`config.mk`:
```
export PLATFORM = sky130hd
export DESIGN_NAME = pipe_hazard_ctrl
export DESIGN_NICKNAME = d
export VERILOG_FILES = /design/src/rtl/pipe_hazard_ctrl_pkg.sv /design/src/rtl/pipe_hazard_ctrl_loaduse_cmp.sv /design/src/rtl/pipe_hazard_ctrl.sv
export SDC_FILE = /design/constraint.sdc
export NUM_CORES = 1
export LEC_CHECK = 0
export ABC_CLOCK_PERIOD_IN_PS = 3290
export CAP_MARGIN = 15
export CORE_MARGIN = 1.5
export CORE_UTILIZATION = 48
export DETAILED_ROUTE_END_ITERATION = 7
export PLACE_DENSITY_LB_ADDON = 0.3
export SLEW_MARGIN = 25
export SYNTH_ARGS = -nofsm -noshare
export SYNTH_HDL_FRONTEND = slang
export SYNTH_SLANG_ARGS = --single-unit
```
`constraint.sdc`:
```
create_clock -name CLK -period 3.29 [get_ports CLK]
set_input_delay 0.4935 -clock CLK [delete_from_list [all_inputs] [get_ports CLK]]
set_output_delay 0.4935 -clock CLK [all_outputs]
set_load 0.01 [all_outputs]
```
`src/rtl/pipe_hazard_ctrl_pkg.sv`:
```
// Shared definitions for the pipeline hazard controller:
// FSM state encodings and stall/clear vector bit indices.
package pipe_hazard_ctrl_pkg;

    typedef enum logic [1:0] {
        ST_INIT    = 2'd0,
        ST_RUN     = 2'd1,
        ST_MDWAIT  = 2'd2,
        ST_MEMWAIT = 2'd3
    } hz_state_t;

    localparam int R_IFID  = 0;
    localparam int R_IDEX  = 1;
    localparam int R_EXMEM = 2;
    localparam int R_MEMWB = 3;
    localparam int N_REGS  = 4;

endpackage

```
`src/rtl/pipe_hazard_ctrl_loaduse_cmp.sv`:
```
// Load-use hazard compare between the ID sources and the EX load.
// Also usable by the forwarding unit.
module hazard_loaduse_cmp #(
    parameter int REG_W = 5
) (
    input  logic [REG_W-1:0] id_rs1,
    input  logic [REG_W-1:0] id_rs2,
    input  logic             id_rs1_used,
    input  logic             id_rs2_used,
    input  logic             ex_valid,
    input  logic             ex_is_load,
    input  logic [REG_W-1:0] ex_rd,
    output logic             hit
);

    logic m1;
    logic m2;

    assign m1  = id_rs1_used && (id_rs1 == ex_rd);
    assign m2  = id_rs2_used && (id_rs2 == ex_rd);
    assign hit = ex_valid && ex_is_load && (ex_rd != '0) && (m1 || m2);

endmodule

```
`src/rtl/pipe_hazard_ctrl.sv`:
```
// Stall/flush sequencer for the 5-stage RV32 pipeline: load-use,
// redirects, mul/div waits, memory wait states with timeout.
module pipe_hazard_ctrl
    import pipe_hazard_ctrl_pkg::*;
#(
    parameter int REG_W       = 5,
    parameter int MEM_TIMEOUT = 255,
    parameter int TO_W        = 8
) (
    input  logic             CLK,
    input  logic             RST,
    input  logic [REG_W-1:0] id_rs1,
    input  logic [REG_W-1:0] id_rs2,
    input  logic             id_rs1_used,
    input  logic             id_rs2_used,
    input  logic             ex_valid,
    input  logic             ex_is_load,
    input  logic [REG_W-1:0] ex_rd,
    input  logic             ex_redirect,
    input  logic             md_start,
    input  logic             md_done,
    input  logic             mem_req,
    input  logic             mem_ack,
    output logic             pc_stall,
    output logic             stall_ifid,
    output logic             stall_idex,
    output logic             stall_exmem,
    output logic             stall_memwb,
    output logic             clr_ifid,
    output logic             clr_idex,
    output logic             clr_exmem,
    output logic             clr_memwb,
    output logic             mem_err,
    output logic [31:0]      perf_stall
);

    localparam logic [TO_W-1:0] TO_LAST = TO_W'(MEM_TIMEOUT - 1);

    hz_state_t         state;
    hz_state_t         state_d;
    logic [TO_W-1:0]   to_cnt;
    logic              md_pend;
    logic              is_init;
    logic              lu_hit;
    logic              mem_busy;
    logic              tmo;
    logic              mem_hold;
    logic              md_busy;
    logic [N_REGS-1:0] stall_v;
    logic [N_REGS-1:0] clr_v;

    hazard_loaduse_cmp #(.REG_W(REG_W)) u_lu (
        .id_rs1      (id_rs1),
        .id_rs2      (id_rs2),
        .id_rs1_used (id_rs1_used),
        .id_rs2_used (id_rs2_used),
        .ex_valid    (ex_valid),
        .ex_is_load  (ex_is_load),
        .ex_rd       (ex_rd),
        .hit         (lu_hit)
    );

    assign is_init  = (state == ST_INIT);
    assign mem_busy = !is_init && mem_req && !mem_ack;
    assign tmo      = mem_busy && (to_cnt == TO_LAST);
    // A timed-out access behaves as acked: the pipe moves on, MEM is killed.
    assign mem_hold = mem_busy && !tmo;
    assign md_busy  = !is_init && (md_start || (md_pend && !md_done));

    always_comb begin
        stall_v  = '0;
        clr_v    = '0;
        pc_stall = 1'b0;
        mem_err  = 1'b0;
        if (is_init) begin
            clr_v    = '1;
            pc_stall = 1'b1;
        end else begin
            mem_err = tmo;
            if (mem_hold) begin
                pc_stall         = 1'b1;
                stall_v[R_IFID]  = 1'b1;
                stall_v[R_IDEX]  = 1'b1;
                stall_v[R_EXMEM] = 1'b1;
                clr_v[R_MEMWB]   = 1'b1;
            end else if (md_busy) begin
                pc_stall         = 1'b1;
                stall_v[R_IFID]  = 1'b1;
                stall_v[R_IDEX]  = 1'b1;
                clr_v[R_EXMEM]   = 1'b1;
            end else if (ex_redirect) begin
                clr_v[R_IFID]    = 1'b1;
                clr_v[R_IDEX]    = 1'b1;
            end else if (lu_hit) begin
                pc_stall         = 1'b1;
                stall_v[R_IFID]  = 1'b1;
                clr_v[R_IDEX]    = 1'b1;
            end
            if (tmo) clr_v[R_MEMWB] = 1'b1;
        end
    end

    assign stall_ifid  = stall_v[R_IFID];
    assign stall_idex  = stall_v[R_IDEX];
    assign stall_exmem = stall_v[R_EXMEM];
    assign stall_memwb = stall_v[R_MEMWB];
    assign clr_ifid    = clr_v[R_IFID];
    assign clr_idex    = clr_v[R_IDEX];
    assign clr_exmem   = clr_v[R_EXMEM];
    assign clr_memwb   = clr_v[R_MEMWB];

    always_comb begin
        state_d = ST_RUN;
        if (is_init)       state_d = ST_RUN;
        else if (mem_hold) state_d = ST_MEMWAIT;
        else if (md_busy)  state_d = ST_MDWAIT;
    end

    always_ff @(posedge CLK or posedge RST) begin
        if (RST) begin
            state      <= ST_INIT;
            to_cnt     <= '0;
            md_pend    <= 1'b0;
            perf_stall <= '0;
        end else begin
            state   <= state_d;
            md_pend <= md_busy;
            to_cnt  <= mem_hold ? to_cnt + 1'b1 : '0;
            if (pc_stall && (perf_stall != 32'hFFFF_FFFF))
                perf_stall <= perf_stall + 32'd1;
        end
    end

endmodule

```
### After elaboration in Yosys (flattened, before gate mapping)

Cells that the tools add are included.

* add/subtract/negate cells: 2
* equal/unequal tests: 4
* multiplexer cells: 20
* reduce and logical (&&, ||, !) cells: 20

Operators by type and width (count)
* adder 32 x 1 -> 32 bit, second input constant: 1
* != test 32 bit, second input constant: 1
* logical AND 1 bit: 12
* two-way mux 1 bit: 11
* == test 5 bit: 2
* two-way mux 2 bit: 5
* adder 8 x 1 -> 8 bit, second input constant: 1
* == test 8 bit, second input constant: 1
* two-way mux 8 bit: 1
* two-way mux 3 bit: 2
* nonzero test 5 bit: 1
* zero test 1 bit: 4
* two-way mux 4 bit: 1
* zero test 2 bit: 1
* logical OR 1 bit: 2

* register bits: 43
* input bits: 26
* output and inout port bits: 42
* word-level logic and storage cells: 50

### Longest topological paths before layout

Gate-level depths: netlist (run 1).

* depth in word-level cells: 10
* depth in mapped cells: 12
* gate-level depth less buffers: 11

### By module

Synthesis (run 1) repeated with hierarchy kept, for this count alone.

* cells, all modules: 212
* area total of the unflattened synthesis: 2249.7 um^2

By module, submodules not included
* pipe_hazard_ctrl: instances 1, cells an instance 195, area an instance 2114.5 um^2, sequential area each 1076.0 um^2
* hazard_loaduse_cmp: instances 1, cells an instance 17, area an instance 135.1 um^2, sequential area each 0.0 um^2

### Least setup slack after synthesis (run 1)

No wires, ideal clock.

* kind: reg2reg
* start: register perf_stall[0]
* end: register perf_stall[1]
* setup time: 0.125 ns
* arrival time: 2.005 ns
* required time: 3.165 ns
* setup slack: 1.160 ns
* cell stages (with the launch flop): 9
* path buffers: 1
* period minus slack after synthesis: 2.130 ns
* cells stage by stage: dfrtp_1 ha_1 nand2_1 or3_4 nor3_2 nand3_2 o21a_4 buf_6 mux2_4

* longest elaborated chain between the ends: 2
* elaborated cells between the ends (all ways): 3
* those cells by class: add/sub: 1; eq/ne: 1; reduce/logical: 1

Ends and longest elaborated chain
* start: declaration: RTL line pipe_hazard_ctrl.sv:34 `output logic [31:0] perf_stall`
* start signal: assignment: RTL line pipe_hazard_ctrl.sv:130 `perf_stall <= perf_stall + 32'd1;`
* parallel branches: the longest is 2 deep, another holds adder 32 x 1 -> 32 bit

Parallel ways; which one is timed is not known.
A chain may end at the register's enable or synchronous reset.

### Final worst setup path (run 1)

* start: input port ex_rd[1]
* end: output port pc_stall

* longest elaborated chain between the ends: 9
* elaborated cells between the ends (all ways): 13
* those cells by class: eq/ne: 2; mux: 5; reduce/logical: 6

Ends and longest elaborated chain
* start: declaration: RTL line pipe_hazard_ctrl.sv:18 `input logic [REG_W-1:0] ex_rd,`
* == test 5 bit, on equally long branches: RTL line pipe_hazard_ctrl_loaduse_cmp.sv:19, pipe_hazard_ctrl_loaduse_cmp.sv:20
* logical AND 1 bit, on equally long branches: RTL line pipe_hazard_ctrl_loaduse_cmp.sv:19, pipe_hazard_ctrl_loaduse_cmp.sv:20
* logical OR 1 bit: RTL line pipe_hazard_ctrl_loaduse_cmp.sv:21 `assign hit = ex_valid && ex_is_load && (ex_rd != '0) && (m1 || m2);`
* logical AND 1 bit (*): RTL line pipe_hazard_ctrl_loaduse_cmp.sv:21
* two-way mux 1 bit (*): RTL line pipe_hazard_ctrl.sv:94 `end else if (lu_hit) begin`
* two-way mux 1 bit (*): RTL line pipe_hazard_ctrl.sv:91 `end else if (ex_redirect) begin`
* two-way mux 1 bit (*): RTL line pipe_hazard_ctrl.sv:86 `end else if (md_busy) begin`
* two-way mux 1 bit (*): RTL line pipe_hazard_ctrl.sv:80 `if (mem_hold) begin`
* two-way mux 1 bit (*): RTL line pipe_hazard_ctrl.sv:75 `if (is_init) begin`
* end: declaration: RTL line pipe_hazard_ctrl.sv:24 `output logic pc_stall,`

Every way passes the cells marked *; elsewhere a longest branch is shown, timed or not.

==> results of run 1 <==
## flip-flops by register name, indices dropped and copies added, names as in the netlist
register    flops
md_pend         1
to_cnt          8
perf_stall     32
state           2
## where the power goes
group	switching [mW]	leakage (nW)	internal, mW	total (mW)
registers	0.0630	0.579	0.579	0.642
logic	0.158	0.679	0.209	0.367
clock network	0.173	0.0422	0.149	0.322
total	0.394	1.30	0.937	1.33
## worst min-delay path by stage
stage | start | slack (ps) | end
finish | perf_stall[27] | 480 | perf_stall[27]
floorplan | to_cnt[0] | 490 | to_cnt[0]
global placement | perf_stall[11] | 480 | perf_stall[11]
CTS | perf_stall[27] | 490 | perf_stall[27]
global route | perf_stall[27] | 510 | perf_stall[27]
detailed placement | perf_stall[27] | 480 | perf_stall[27]
## cell families after synthesis
| logic type | Yosys count | share of synthesized area |
|---|---|---|
| DFF | 43 | 0.4813 |
| muxes | 2 | 0.01175 |
| xor gates and xnor gates | 45 | 0.1763 |
| and+or+nand+nor | 106 | 0.2557 |
| AOI/OAI and AO/OA | 9 | 0.03134 |
| other | 1 | 0.001677 |
| buffers and inverters | 10 | 0.02518 |
| adders and majority gates | 3 | 0.01679 |
## cells in the final DEF (no fill, tap or decap), types with 2 or more instances in the layout
cell / count
clkbuf_1: 2
ha_1: 3
dfrtp_1: 43
clkbuf_8: 5
xor2_1: 13
nor2b_1: 2
xnor2_1: 32
nor2_2: 2
nor4_1: 2
inv_1: 5
and2_1: 3
clkdlybuf4s50_1: 66
nor3_1: 5
and3_1: 8
nand3_1: 18
nand4_1: 15
nand2_1: 21
nor2_1: 17
and4_1: 3
## cell type report
class                   count  area (sq um)  area share
clock buffers               7         76.32     0.02530
well taps                  52         65.06     0.02157
inverters                   6         22.52    0.007466
repair buffers             67         668.1      0.2215
multi-input cells         166          1104      0.3658
flip-flops and latches     43          1076      0.3567
clock inverters             1         5.005    0.001659
## worst max-delay path, stage by stage
cell	delay (ps)
clkdlybuf4s50_1	460
or4_1	560
nor2_2	120
nor3_1	80
nand2_1	100
nand3_1	140
clkdlybuf4s50_1	530
## through the flow
| stage | util | instances | area [sq um] | hold slack [ps] |
|---|---|---|---|---|
| finish | 0.6834 | 342 | 3017 | 485.0 |
| global route | 0.6834 | 342 | 3017 | 505.7 |
| CTS | 0.6834 | 342 | 3017 | 492.5 |
| detailed placement | 0.6650 | 334 | 2935 | 483.0 |
| global placement | 0.6650 | 334 | 2935 | 479.0 |
| floorplan | - | 219 | 2236 | 486.6 |
## per-layer routing
metal / vias up / GRT usage
li1: 891 / -
met1: 847 / 0.2710
met2: 40 / 0.3333
met3: 11 / 0.05485
met4: 0 / 0.08176
met5: - / 0
==> reports/metrics.cfg, run 1 <==
[drt]
antenna_left = 0
first_iter_violations = 105
avgRoutedWirePerCell_um = 14.09
dr.pass1.iters = 4
via_count = 1789
wl_met2_um = 2292
wl_met3_um = 222
top_layer = met4
drt-total-wl_um = 4819
drt-met1-wl_um = 2199
avgViaCountPerCell = 5.231
drcViolationCount = 0

[clock_tree]
post_cts_buffers = 0
cts_buffer_depth = 2
cts_root_buf = clkbuf_8
clock_sinks = 43
htreeDepth = 2
cts_buffers = 5
path_clk_slew_ps = 80
cts_tree = done
postCtsHoldBufs = 0
clkLatencyLatePin_ps = 300
cts_resized = 0

[floorplan]
ioPinCount = 68
rows = 24
dieArea_sq_um = 5077
core-area_sq_um = 4414
initial_core_util = 0.5065
die_height_um = 71.25
dieWidth_um = 71.25

[synthesis]
yosys_most_used_dff = dfrtp_1
synth_top_area_share = 0.4813
yosysSeqAreaShare = 0.4813
synth_top_cell_by_area = dfrtp_1
post_synth.cell_area_avg_sq_um = 10.21
synth_cells = 219
async_flop_share = 1.000
ys_ff_latch = 43
synthMostInstantiatedCell = dfrtp_1
syn_nets = 248
synth_edf_count = 0
ys_warn_count = 0
yosys-top-cells-area = dfrtp_1, xnor2_1, xor2_1
synthTopCellsByCount = dfrtp_1, xnor2_1, nand2_1
synthesis.area_sq_um = 2236
synth_cell_types = 42

[critical_path]
arrival_ps = 2480
r2r_cells = 8
crit_fanout = 4
regToRegStartpoint = perf_stall[0]
start_kind = primary input
cp.required_ps = 2800
endpoint_kind = output pin
rrSetupSlack_ps = 1050
crit_path_end = pc_stall
worst_r2r_endpoint = perf_stall[7]
crit_type = in2out
cp-startpoint = ex_rd[1]

[pwr]
power_mw = 1.331
max-vdd-ir-drop_mv = 0.3789
power.density_nw_per_um2 = 441.3
p_leak_nw = 1.300

[sta]
worst-slew-pin-transition_ps = 718.3
fin_crit_ps = 2969
setup_viol = 0
fin_worst_skew_ps = 5.681
rsz0062_at_grt = no
finalHoldViolations = 0
finalSetupTns_ps = 0
clock.fmax_mhz = 336.8
relSlewSlack = 0.5174
post-route-period-util = 0.9024
setup_slack_ps = 321.0
slew_violations = 0

[cells_and_area]
area_growth_pct = 34.92
drive_gt1_frac = 0.07241
nNetsFinal = 318
fillers = 349
antennaDiodeCount = 0

[outcome]
status = completed

[placed_design]
gp_congestion = 0.7883
dpl_worst_slack_ps = 328.0
portBuffers = 66
dpl.hpwl_um = 3596

[grt]
grt_start_max_net_pins = 44
grt_pass1_vias = 1805
grt_usage = 0.2081
antenna_found_initial = 0
overflow = 0
grt_first_pass_wirelength_um = 8321

[worst_hold_path]
hold_class = reg2reg
whs_path_depth = 1

[job]
drv_cap = 0

Note: power is estimated with default switching activity, not from simulation.
==> run 2: changes to the inputs <==
--- a/config.mk
+++ b/config.mk
@@ -11,6 +11,7 @@
 export CORE_UTILIZATION = 48
 export DETAILED_ROUTE_END_ITERATION = 7
 export PLACE_DENSITY_LB_ADDON = 0.3
+export SETUP_SLACK_MARGIN = 0.05
 export SLEW_MARGIN = 25
 export SYNTH_ARGS = -nofsm -noshare
 export SYNTH_HDL_FRONTEND = slang
==> results of run 2 <==
No change in the layout: final DEF, timing and power equal those of run 1.
